==> config.mk <==
export PLATFORM = sky130hd
export DESIGN_NAME = dbg_axi_master_flat
export DESIGN_NICKNAME = d
export VERILOG_FILES = /design/src/rtl/dbg_axi_master_if.sv /design/src/rtl/dbg_axi_master.sv /design/src/flat_wrapper.sv
export SDC_FILE = /design/constraint.sdc
export NUM_CORES = 1
export LEC_CHECK = 0
export CORE_AREA = 2 2 157 159
export CTS_CLUSTER_SIZE = 25
export DETAILED_ROUTE_END_ITERATION = 6
export DIE_AREA = 0 0 159 161
export DONT_BUFFER_PORTS = 1
export PLACE_DENSITY = 0.5
export SYNTH_ARGS = -nofsm -noshare
export SYNTH_HDL_FRONTEND = slang
export SYNTH_SLANG_ARGS = --single-unit
export TNS_END_PERCENT = 30
==> constraint.sdc <==
create_clock -name CLK -period 6.2 [get_ports CLK]
set_input_delay 0.62 -clock CLK [delete_from_list [all_inputs] [get_ports CLK]]
set_output_delay 0.62 -clock CLK [all_outputs]
set_load 0.01 [all_outputs]
==> src/rtl/dbg_axi_master_if.sv <==
// AXI4-lite-style debug peripheral bus: 4-bit IDs, 32-bit address, 64-bit data.
// The initiator uses the master modport and the peripheral uses the slave modport.
interface dbg_axi_master_if;
    logic [3:0]  AWID;
    logic [31:0] AWADDR;
    logic        AWVALID;
    logic        AWREADY;
    logic [63:0] WDATA;
    logic [7:0]  WSTRB;
    logic        WVALID;
    logic        WREADY;
    logic [3:0]  BID;
    logic [1:0]  BRESP;
    logic        BVALID;
    logic        BREADY;
    logic [3:0]  ARID;
    logic [31:0] ARADDR;
    logic        ARVALID;
    logic        ARREADY;
    logic [3:0]  RID;
    logic [63:0] RDATA;
    logic [1:0]  RRESP;
    logic        RVALID;
    logic        RREADY;

    modport master (
        output AWID, AWADDR, AWVALID, WDATA, WSTRB, WVALID, BREADY,
               ARID, ARADDR, ARVALID, RREADY,
        input  AWREADY, WREADY, BID, BRESP, BVALID, ARREADY,
               RID, RDATA, RRESP, RVALID
    );

    modport slave (
        input  AWID, AWADDR, AWVALID, WDATA, WSTRB, WVALID, BREADY,
               ARID, ARADDR, ARVALID, RREADY,
        output AWREADY, WREADY, BID, BRESP, BVALID, ARREADY,
               RID, RDATA, RRESP, RVALID
    );
endinterface

==> src/rtl/dbg_axi_master.sv <==
// Single-outstanding debug-port initiator: one command in, one AXI transaction, one response out.
// Optional sticky phase timeout enabled by defining DBG_AXI_MASTER_TIMEOUT_EN.
module dbg_axi_master #(
    parameter int unsigned TIMEOUT = 1024,
    parameter logic [3:0]  ID_INIT = 4'h0
) (
    input  logic        CLK,
    input  logic        RST,
    input  logic        cmd_valid,
    output logic        cmd_ready,
    input  logic        cmd_wr,
    input  logic [31:0] cmd_addr,
    input  logic [63:0] cmd_wdata,
    input  logic [7:0]  cmd_wstrb,
    output logic        rsp_valid,
    input  logic        rsp_ready,
    output logic        rsp_wr,
    output logic [63:0] rsp_rdata,
    output logic [1:0]  rsp_resp,
    output logic        id_err,
    output logic        timeout,
    dbg_axi_master_if.master axi
);

    typedef enum logic [2:0] {
        IDLE,
        WADDR,
        WRESP,
        RADDR,
        RDATA,
        RSP
    } state_t;

    state_t      state;
    logic [3:0]  id;
    logic [31:0] addr;
    logic [63:0] wdata;
    logic [7:0]  wstrb;
    logic        wr;
    logic        aw_valid;
    logic        w_valid;
    logic        b_ready;
    logic        ar_valid;
    logic        r_ready;

    assign axi.AWID    = id;
    assign axi.AWADDR  = addr;
    assign axi.AWVALID = aw_valid;
    assign axi.WDATA   = wdata;
    assign axi.WSTRB   = wstrb;
    assign axi.WVALID  = w_valid;
    assign axi.BREADY  = b_ready;
    assign axi.ARID    = id;
    assign axi.ARADDR  = addr;
    assign axi.ARVALID = ar_valid;
    assign axi.RREADY  = r_ready;

    always_ff @(posedge CLK or posedge RST) begin
        if (RST) begin
            state     <= IDLE;
            cmd_ready <= 1'b0;
            rsp_valid <= 1'b0;
            rsp_wr    <= 1'b0;
            rsp_rdata <= '0;
            rsp_resp  <= '0;
            id_err    <= 1'b0;
            id        <= ID_INIT;
            addr      <= '0;
            wdata     <= '0;
            wstrb     <= '0;
            wr        <= 1'b0;
            aw_valid  <= 1'b0;
            w_valid   <= 1'b0;
            b_ready   <= 1'b0;
            ar_valid  <= 1'b0;
            r_ready   <= 1'b0;
        end else begin
            unique case (state)
                IDLE: begin
                    cmd_ready <= 1'b1;
                    if (cmd_valid && cmd_ready) begin
                        cmd_ready <= 1'b0;
                        addr      <= cmd_addr;
                        wdata     <= cmd_wdata;
                        wstrb     <= cmd_wstrb;
                        wr        <= cmd_wr;
                        if (cmd_wr) begin
                            aw_valid <= 1'b1;
                            w_valid  <= 1'b1;
                            state    <= WADDR;
                        end else begin
                            ar_valid <= 1'b1;
                            state    <= RADDR;
                        end
                    end
                end
                WADDR: begin
                    // AW and W complete independently; leave once both are done.
                    if (axi.AWREADY) aw_valid <= 1'b0;
                    if (axi.WREADY)  w_valid  <= 1'b0;
                    if ((!aw_valid || axi.AWREADY) && (!w_valid || axi.WREADY)) begin
                        b_ready <= 1'b1;
                        state   <= WRESP;
                    end
                end
                WRESP: begin
                    if (axi.BVALID) begin
                        b_ready   <= 1'b0;
                        rsp_valid <= 1'b1;
                        rsp_wr    <= wr;
                        rsp_rdata <= '0;
                        rsp_resp  <= axi.BRESP;
                        if (axi.BID != id) id_err <= 1'b1;
                        state     <= RSP;
                    end
                end
                RADDR: begin
                    if (axi.ARREADY) begin
                        ar_valid <= 1'b0;
                        r_ready  <= 1'b1;
                        state    <= RDATA;
                    end
                end
                RDATA: begin
                    if (axi.RVALID) begin
                        r_ready   <= 1'b0;
                        rsp_valid <= 1'b1;
                        rsp_wr    <= wr;
                        rsp_rdata <= axi.RDATA;
                        rsp_resp  <= axi.RRESP;
                        if (axi.RID != id) id_err <= 1'b1;
                        state     <= RSP;
                    end
                end
                RSP: begin
                    if (rsp_ready) begin
                        rsp_valid <= 1'b0;
                        id        <= id + 4'd1;
                        state     <= IDLE;
                    end
                end
                default: state <= IDLE;
            endcase
        end
    end

`ifdef DBG_AXI_MASTER_TIMEOUT_EN
    state_t      last_state;
    logic [31:0] tcnt;
    logic [31:0] tcnt_nxt;
    logic        waiting;

    assign waiting = (state == WADDR) || (state == WRESP) ||
                     (state == RADDR) || (state == RDATA);

    // Counter tracks the state one cycle behind, so the first cycle in a new
    // phase loads 1 rather than clearing; the count equals cycles spent there.
    always_comb begin
        tcnt_nxt = '0;
        if (waiting) begin
            if (state != last_state)  tcnt_nxt = 32'd1;
            else if (tcnt < TIMEOUT)  tcnt_nxt = tcnt + 32'd1;
            else                      tcnt_nxt = tcnt;
        end
    end

    always_ff @(posedge CLK or posedge RST) begin
        if (RST) begin
            last_state <= IDLE;
            tcnt       <= '0;
            timeout    <= 1'b0;
        end else begin
            last_state <= state;
            tcnt       <= tcnt_nxt;
            if (waiting && (tcnt_nxt >= TIMEOUT)) timeout <= 1'b1;
        end
    end
`else
    assign timeout = 1'b0;
`endif

endmodule

==> src/flat_wrapper.sv <==
// flat-port wrapper written by rule: the top's interface ports become plain ports
module dbg_axi_master_flat 
#(
    parameter int unsigned TIMEOUT = 1024,
    parameter logic [3:0]  ID_INIT = 4'h0
)
  (CLK, RST, cmd_valid, cmd_ready, cmd_wr, cmd_addr, cmd_wdata, cmd_wstrb, rsp_valid, rsp_ready, rsp_wr, rsp_rdata, rsp_resp, id_err, timeout, axi_AWID, axi_AWADDR, axi_AWVALID, axi_WDATA, axi_WSTRB, axi_WVALID, axi_BREADY, axi_ARID, axi_ARADDR, axi_ARVALID, axi_RREADY, axi_AWREADY, axi_WREADY, axi_BID, axi_BRESP, axi_BVALID, axi_ARREADY, axi_RID, axi_RDATA, axi_RRESP, axi_RVALID);
  dbg_axi_master_if axi_i ();
  input  logic CLK;
  input  logic RST;
  input  logic cmd_valid;
  output logic cmd_ready;
  input  logic cmd_wr;
  input  logic [31:0] cmd_addr;
  input  logic [63:0] cmd_wdata;
  input  logic [7:0] cmd_wstrb;
  output logic rsp_valid;
  input  logic rsp_ready;
  output logic rsp_wr;
  output logic [63:0] rsp_rdata;
  output logic [1:0] rsp_resp;
  output logic id_err;
  output logic timeout;
  output wire logic [$bits(axi_i.AWID)-1:0] axi_AWID;
  output wire logic [$bits(axi_i.AWADDR)-1:0] axi_AWADDR;
  output wire logic [$bits(axi_i.AWVALID)-1:0] axi_AWVALID;
  output wire logic [$bits(axi_i.WDATA)-1:0] axi_WDATA;
  output wire logic [$bits(axi_i.WSTRB)-1:0] axi_WSTRB;
  output wire logic [$bits(axi_i.WVALID)-1:0] axi_WVALID;
  output wire logic [$bits(axi_i.BREADY)-1:0] axi_BREADY;
  output wire logic [$bits(axi_i.ARID)-1:0] axi_ARID;
  output wire logic [$bits(axi_i.ARADDR)-1:0] axi_ARADDR;
  output wire logic [$bits(axi_i.ARVALID)-1:0] axi_ARVALID;
  output wire logic [$bits(axi_i.RREADY)-1:0] axi_RREADY;
  input wire logic [$bits(axi_i.AWREADY)-1:0] axi_AWREADY;
  input wire logic [$bits(axi_i.WREADY)-1:0] axi_WREADY;
  input wire logic [$bits(axi_i.BID)-1:0] axi_BID;
  input wire logic [$bits(axi_i.BRESP)-1:0] axi_BRESP;
  input wire logic [$bits(axi_i.BVALID)-1:0] axi_BVALID;
  input wire logic [$bits(axi_i.ARREADY)-1:0] axi_ARREADY;
  input wire logic [$bits(axi_i.RID)-1:0] axi_RID;
  input wire logic [$bits(axi_i.RDATA)-1:0] axi_RDATA;
  input wire logic [$bits(axi_i.RRESP)-1:0] axi_RRESP;
  input wire logic [$bits(axi_i.RVALID)-1:0] axi_RVALID;
  assign axi_AWID = axi_i.AWID;
  assign axi_AWADDR = axi_i.AWADDR;
  assign axi_AWVALID = axi_i.AWVALID;
  assign axi_WDATA = axi_i.WDATA;
  assign axi_WSTRB = axi_i.WSTRB;
  assign axi_WVALID = axi_i.WVALID;
  assign axi_BREADY = axi_i.BREADY;
  assign axi_ARID = axi_i.ARID;
  assign axi_ARADDR = axi_i.ARADDR;
  assign axi_ARVALID = axi_i.ARVALID;
  assign axi_RREADY = axi_i.RREADY;
  assign axi_i.AWREADY = axi_AWREADY;
  assign axi_i.WREADY = axi_WREADY;
  assign axi_i.BID = axi_BID;
  assign axi_i.BRESP = axi_BRESP;
  assign axi_i.BVALID = axi_BVALID;
  assign axi_i.ARREADY = axi_ARREADY;
  assign axi_i.RID = axi_RID;
  assign axi_i.RDATA = axi_RDATA;
  assign axi_i.RRESP = axi_RRESP;
  assign axi_i.RVALID = axi_RVALID;
  dbg_axi_master #(.TIMEOUT(TIMEOUT), .ID_INIT(ID_INIT)) u_core (.CLK(CLK), .RST(RST), .cmd_valid(cmd_valid), .cmd_ready(cmd_ready), .cmd_wr(cmd_wr), .cmd_addr(cmd_addr), .cmd_wdata(cmd_wdata), .cmd_wstrb(cmd_wstrb), .rsp_valid(rsp_valid), .rsp_ready(rsp_ready), .rsp_wr(rsp_wr), .rsp_rdata(rsp_rdata), .rsp_resp(rsp_resp), .id_err(id_err), .timeout(timeout), .axi(axi_i));
endmodule
Word level (Yosys, flattened, before mapping)
Cells that the tools add are included.

$add $sub $neg: 1. Equal/unequal tests: 19. Multiplexer cells: 43. Reductions and logical operators: 24.

Operators by type and width (count): 64-bit 2-to-1 mux (2); 64-bit one-hot mux with 2 select lines (1); 1-bit 2-to-1 mux (21); 3-bit 2-to-1 mux (6); 3-bit one-hot mux with 6 select lines (1); 2-bit inequality test, second input constant (8); 4-bit AND reduction (4); 1-bit one-hot mux with 2 select lines (7); 2-bit nonzero test (5); 3-bit AND reduction (3); 2-bit by 1-bit inequality test with 1-bit output, second input constant (4); 4-bit inequality test (2); 3-bit by 2-bit == test with 1-bit output, second input constant (2); 3-bit == test, second input constant (2); 2-bit 2-to-1 mux (3); 6-bit AND reduction (1); 5-bit AND reduction (1); 4-bit by 1-bit adder with 4-bit output, second input constant (1); 2-bit one-hot mux with 2 select lines (1); 2-bit AND reduction (2); 3-bit by 1-bit == test with 1-bit output, second input constant (1); 3-bit zero test (1); 1-bit one-hot mux with 3 select lines (1); 3-bit nonzero test (1); 3 further kinds (6).

Register bits: 187. Input bits: 190. Output and inout port bits: 220.

Longest topological paths before layout
Word-level depth: 5. Mapped depth: 7. Mapped depth without buffers: 4.

Worst setup path before layout
OpenSTA, ideal clock, no wires.

Kind: in2reg. Start point: in cmd_valid. End point: reg u_core.wdata[49], in the netlist u_core.axi.WDATA[49]. Library setup time: 0.128 ns. Data arrival time: 1.757 ns. Required time: 6.072 ns. Setup slack: 4.316 ns. Cell stages on the path: 5. Buffers on the path: 2. Cells stage by stage: nand2_1 -> nor4_4 -> buf_2 -> buf_4 -> mux2_1.

Cells in the longest elaborated chain, start to end: 2.

Ends and longest elaborated chain: start, declared (RTL line flat_wrapper.sv:11) `input logic cmd_valid;`; 1-bit logical AND (RTL line dbg_axi_master.sv:81) `if (cmd_valid && cmd_ready) begin`; 2-bit AND reduction (no source line); end signal, assigned (RTL line dbg_axi_master.sv:84) `wdata <= cmd_wdata;`; end, declared (RTL line dbg_axi_master.sv:37) `logic [63:0] wdata;`.

No other way between the ends. A chain may end at the register's enable or synchronous reset.

Worst setup path after layout
Start point: reg u_core.state[0]. End point: reg u_core.wdata[1], in the netlist u_core.axi.WDATA[1].

Cells in the longest elaborated chain, start to end: 2.

Ends and longest elaborated chain: start, declared (RTL line dbg_axi_master.sv:34) `state_t state;`; start signal, assigned (RTL line dbg_axi_master.sv:60) `state <= IDLE;`; start signal, assigned (RTL line dbg_axi_master.sv:90) `state <= WADDR;`; start signal, assigned (RTL line dbg_axi_master.sv:93) `state <= RADDR;`; 3-bit zero test (RTL line dbg_axi_master.sv:78) `unique case (state)`; 2-bit AND reduction (no source line).

No other way between the ends.

==> impl_metrics.env <==
export IMPL_min_period_over_period=0.456
export IMPL_max_slew_margin=0.187
export IMPL_p_total_mw=4.76
export IMPL_ctsResizeCount=0
export IMPL_tightest_slew_ps=1220
export IMPL_vias=3977
export IMPL_netlist_area_sq_mm=0.00741
export IMPL_syn_inst=512
export IMPL_r2r_cells=4
export IMPL_viasPerCell=4.93
export IMPL_fmax_ghz=0.354
export IMPL_synth_area_per_cell_sq_um=14.5
export IMPL_grt_pass1_vias=4153
export IMPL_drc_errors=0
export IMPL_setup_tns_ps=0
export IMPL_ant_nets=0
export IMPL_hold_viol=0
export IMPL_start_kind="register"
export IMPL_worstHoldPathType="input port to asynchronous set/reset pin"
export IMPL_p_leak_nw=3.45
export IMPL_utilization=0.334
export IMPL_dp_hpwl_mm=13.7
export IMPL_whs_ps=167
export IMPL_clkTransAtPathRegs_ps=70
export IMPL_die_w_um=159
export IMPL_fillers=2381
export IMPL_totalWireLength_mm=18.3
export IMPL_max_cap_violations=0
export IMPL_firstDrtPassIters=4
export IMPL_ys_seq_area_frac=0.631
export IMPL_overflow=0
export IMPL_dieArea_sq_mm=0.0256
export IMPL_initialDrtViolationCount=196
export IMPL_path_class="register to register"
export IMPL_rows=57
export IMPL_syn_nets=703
export IMPL_fin_crit_ps=2830
export IMPL_synth_edf_count=0
export IMPL_htree_num_levels=4
export IMPL_path_max_fanout=58
export IMPL_synthFlopType="dfrtp_1"
export IMPL_fin_ws_ps=3370
export IMPL_setup_viol=0
export IMPL_clk_latency_ps=420
export IMPL_core_area_sq_mm=0.0240
export IMPL_yosysUniqueCellTypes=35
export IMPL_cts_buffers=17
export IMPL_groute_usage_overall=0.141
export IMPL_drv_slew=0
export IMPL_power_density_mw_per_mm2=594
export IMPL_fin_worst_skew_ps=18.0
export IMPL_wl_per_cell_um=22.7
export IMPL_end_kind="register"
export IMPL_async_reset_ff_frac=1.00
export IMPL_outcome="completed"
export IMPL_cts_sinks=187
export IMPL_io_buffers=0
export IMPL_area_delta_synth_final_pct=8.15
export IMPL_arrival_ps=3120
export IMPL_cts_tree="done"
export IMPL_clockRootBuffer="clkbuf_16"
export IMPL_grt_max_degree=130
export IMPL_start_util=0.309
export IMPL_drive_gt1_frac=0.267
export IMPL_pre_cts_ws_ps=3400
export IMPL_place_gp_congestion=0.745
export IMPL_die_h_um=161
export IMPL_ys_ff_latch=187
export IMPL_ctsHoldBuffers=0
export IMPL_grt_pass1_wl_mm=27.0
export IMPL_ys_warnings_count=0
export IMPL_nets=658
export IMPL_cts_buffer_depth=2
export IMPL_io_pins=410
export IMPL_postCtsSetupBuffers=0
export IMPL_rsz0062_at_grt="false"
export IMPL_vdd_drop_max_uv=195
export IMPL_antenna_found_initial=5
export IMPL_worstPathRequired_ps=6500
worst paths after layout:
kind,start,slack [ps],to
worst max-delay path,u_core.state[0],3370,u_core.axi.WDATA[1]
worst min-delay path,RST,170,u_core.rsp_rdata[62]
worst max register to register,u_core.state[0],3370,u_core.axi.WDATA[1]
worst min register to register,u_core.wr,510,u_core.rsp_wr
max in group asynchronous,RST,4620,u_core.axi.WSTRB[6]
min in group CLK,axi_RDATA[18],320,u_core.rsp_rdata[18]
cells in the final DEF (no fill, tap or decap), drive strengths merged, types with 5 or more instances in the layout:
master,n
o21ai,5
clkbuf,19
inv,8
dfrtp,187
xor2,5
mux2,106
clkinv,5
nand2,17
a21oi,8
nor2,7
a22o,66
xnor2,6
nor3,5
synthesized netlist by cell type, types with 2 or more instances:
| library cell | instances | area share |
|---|---|---|
| a21oi_1 | 8 | 0.0054 |
| mux2_1 | 17 | 0.026 |
| buf_4 | 46 | 0.047 |
| nor4_1 | 2 | 0.0017 |
| nand2b_1 | 2 | 0.0017 |
| inv_1 | 2 | 0.0010 |
| clkbuf_1 | 10 | 0.0051 |
| dfrtp_1 | 187 | 0.63 |
| nand3b_1 | 2 | 0.0020 |
| nor3_1 | 5 | 0.0034 |
| nor3b_1 | 2 | 0.0020 |
| nor2b_1 | 4 | 0.0034 |
| mux2_2 | 89 | 0.14 |
| mux2i_1 | 2 | 0.0027 |
| o21ai_0 | 5 | 0.0034 |
| xor2_1 | 5 | 0.0059 |
| nand2_1 | 17 | 0.0086 |
| xnor2_1 | 6 | 0.0071 |
| buf_2 | 12 | 0.0081 |
| nor2_1 | 7 | 0.0035 |
| nand3_1 | 2 | 0.0014 |
| a22o_1 | 66 | 0.078 |
| nand4_1 | 2 | 0.0017 |
final cells by class:
cell class	instances	area (sq um)	share of cell area
clock inverter	13	154	0.0192
clock buffer	19	443	0.0553
sequential	187	4680	0.584
multi-input combinational	255	2280	0.285
inverter	2	15.0	0.00187
antenna	2	5.00	0.000624
tap	324	405	0.0506
timing repair buffer	4	30.0	0.00375
registers in the layout (all words and copies together), names as in the netlist, 2 cells and up:
register           flops
u_core.axi.WDATA      64
u_core.rsp_rdata      64
u_core.axi.ARADDR     32
u_core.axi.WSTRB       8
u_core.axi.ARID        4
u_core.state           3
u_core.rsp_resp        2
kinds of logic after synthesis:
logic type | share of synthesized area
AOI/OAI and AO/OA | 0.0945
xor gates and xnor gates | 0.0130
adders and majority gates | 0.00169
buffers and inverters | 0.0608
DFF | 0.631
muxes | 0.164
other | 0.000506
and+or+nand+nor | 0.0343
routing by layer:
| layer | global-route usage | wire length [um] | up-vias |
|---|---|---|---|
| met3 | 0.0609 | 1740 | 27 |
| met2 | 0.256 | 10000 | 243 |
| met1 | 0.142 | 6170 | 1993 |
| li1 | - | - | 1714 |
| met4 | 0.0529 | 383 | 0 |
| met5 | 0 | 0 | - |
report_power, final:
part	total [mW]	switching (mW)	internal (mW)
logic	0.971	0.390	0.581
clock network	1.09	0.504	0.585
registers	2.70	0.904	1.80
total	4.76	1.80	2.97
worst max-delay path, stage by stage (launching register included):
cell and delay [ps]:
dfrtp_1 610, nor4_4 350, buf_4 560, buf_4 680, mux2_2 420
through the flow:
step           std cells  area, sq um
2_1_floorplan        512         7410
3_3_place_gp         772         7410
3_5_place_dp         772         7410
4_1_cts              804         8010
5_1_grt              805         8010
6_report             806         8020
Note: power is estimated with default switching activity, not from simulation.
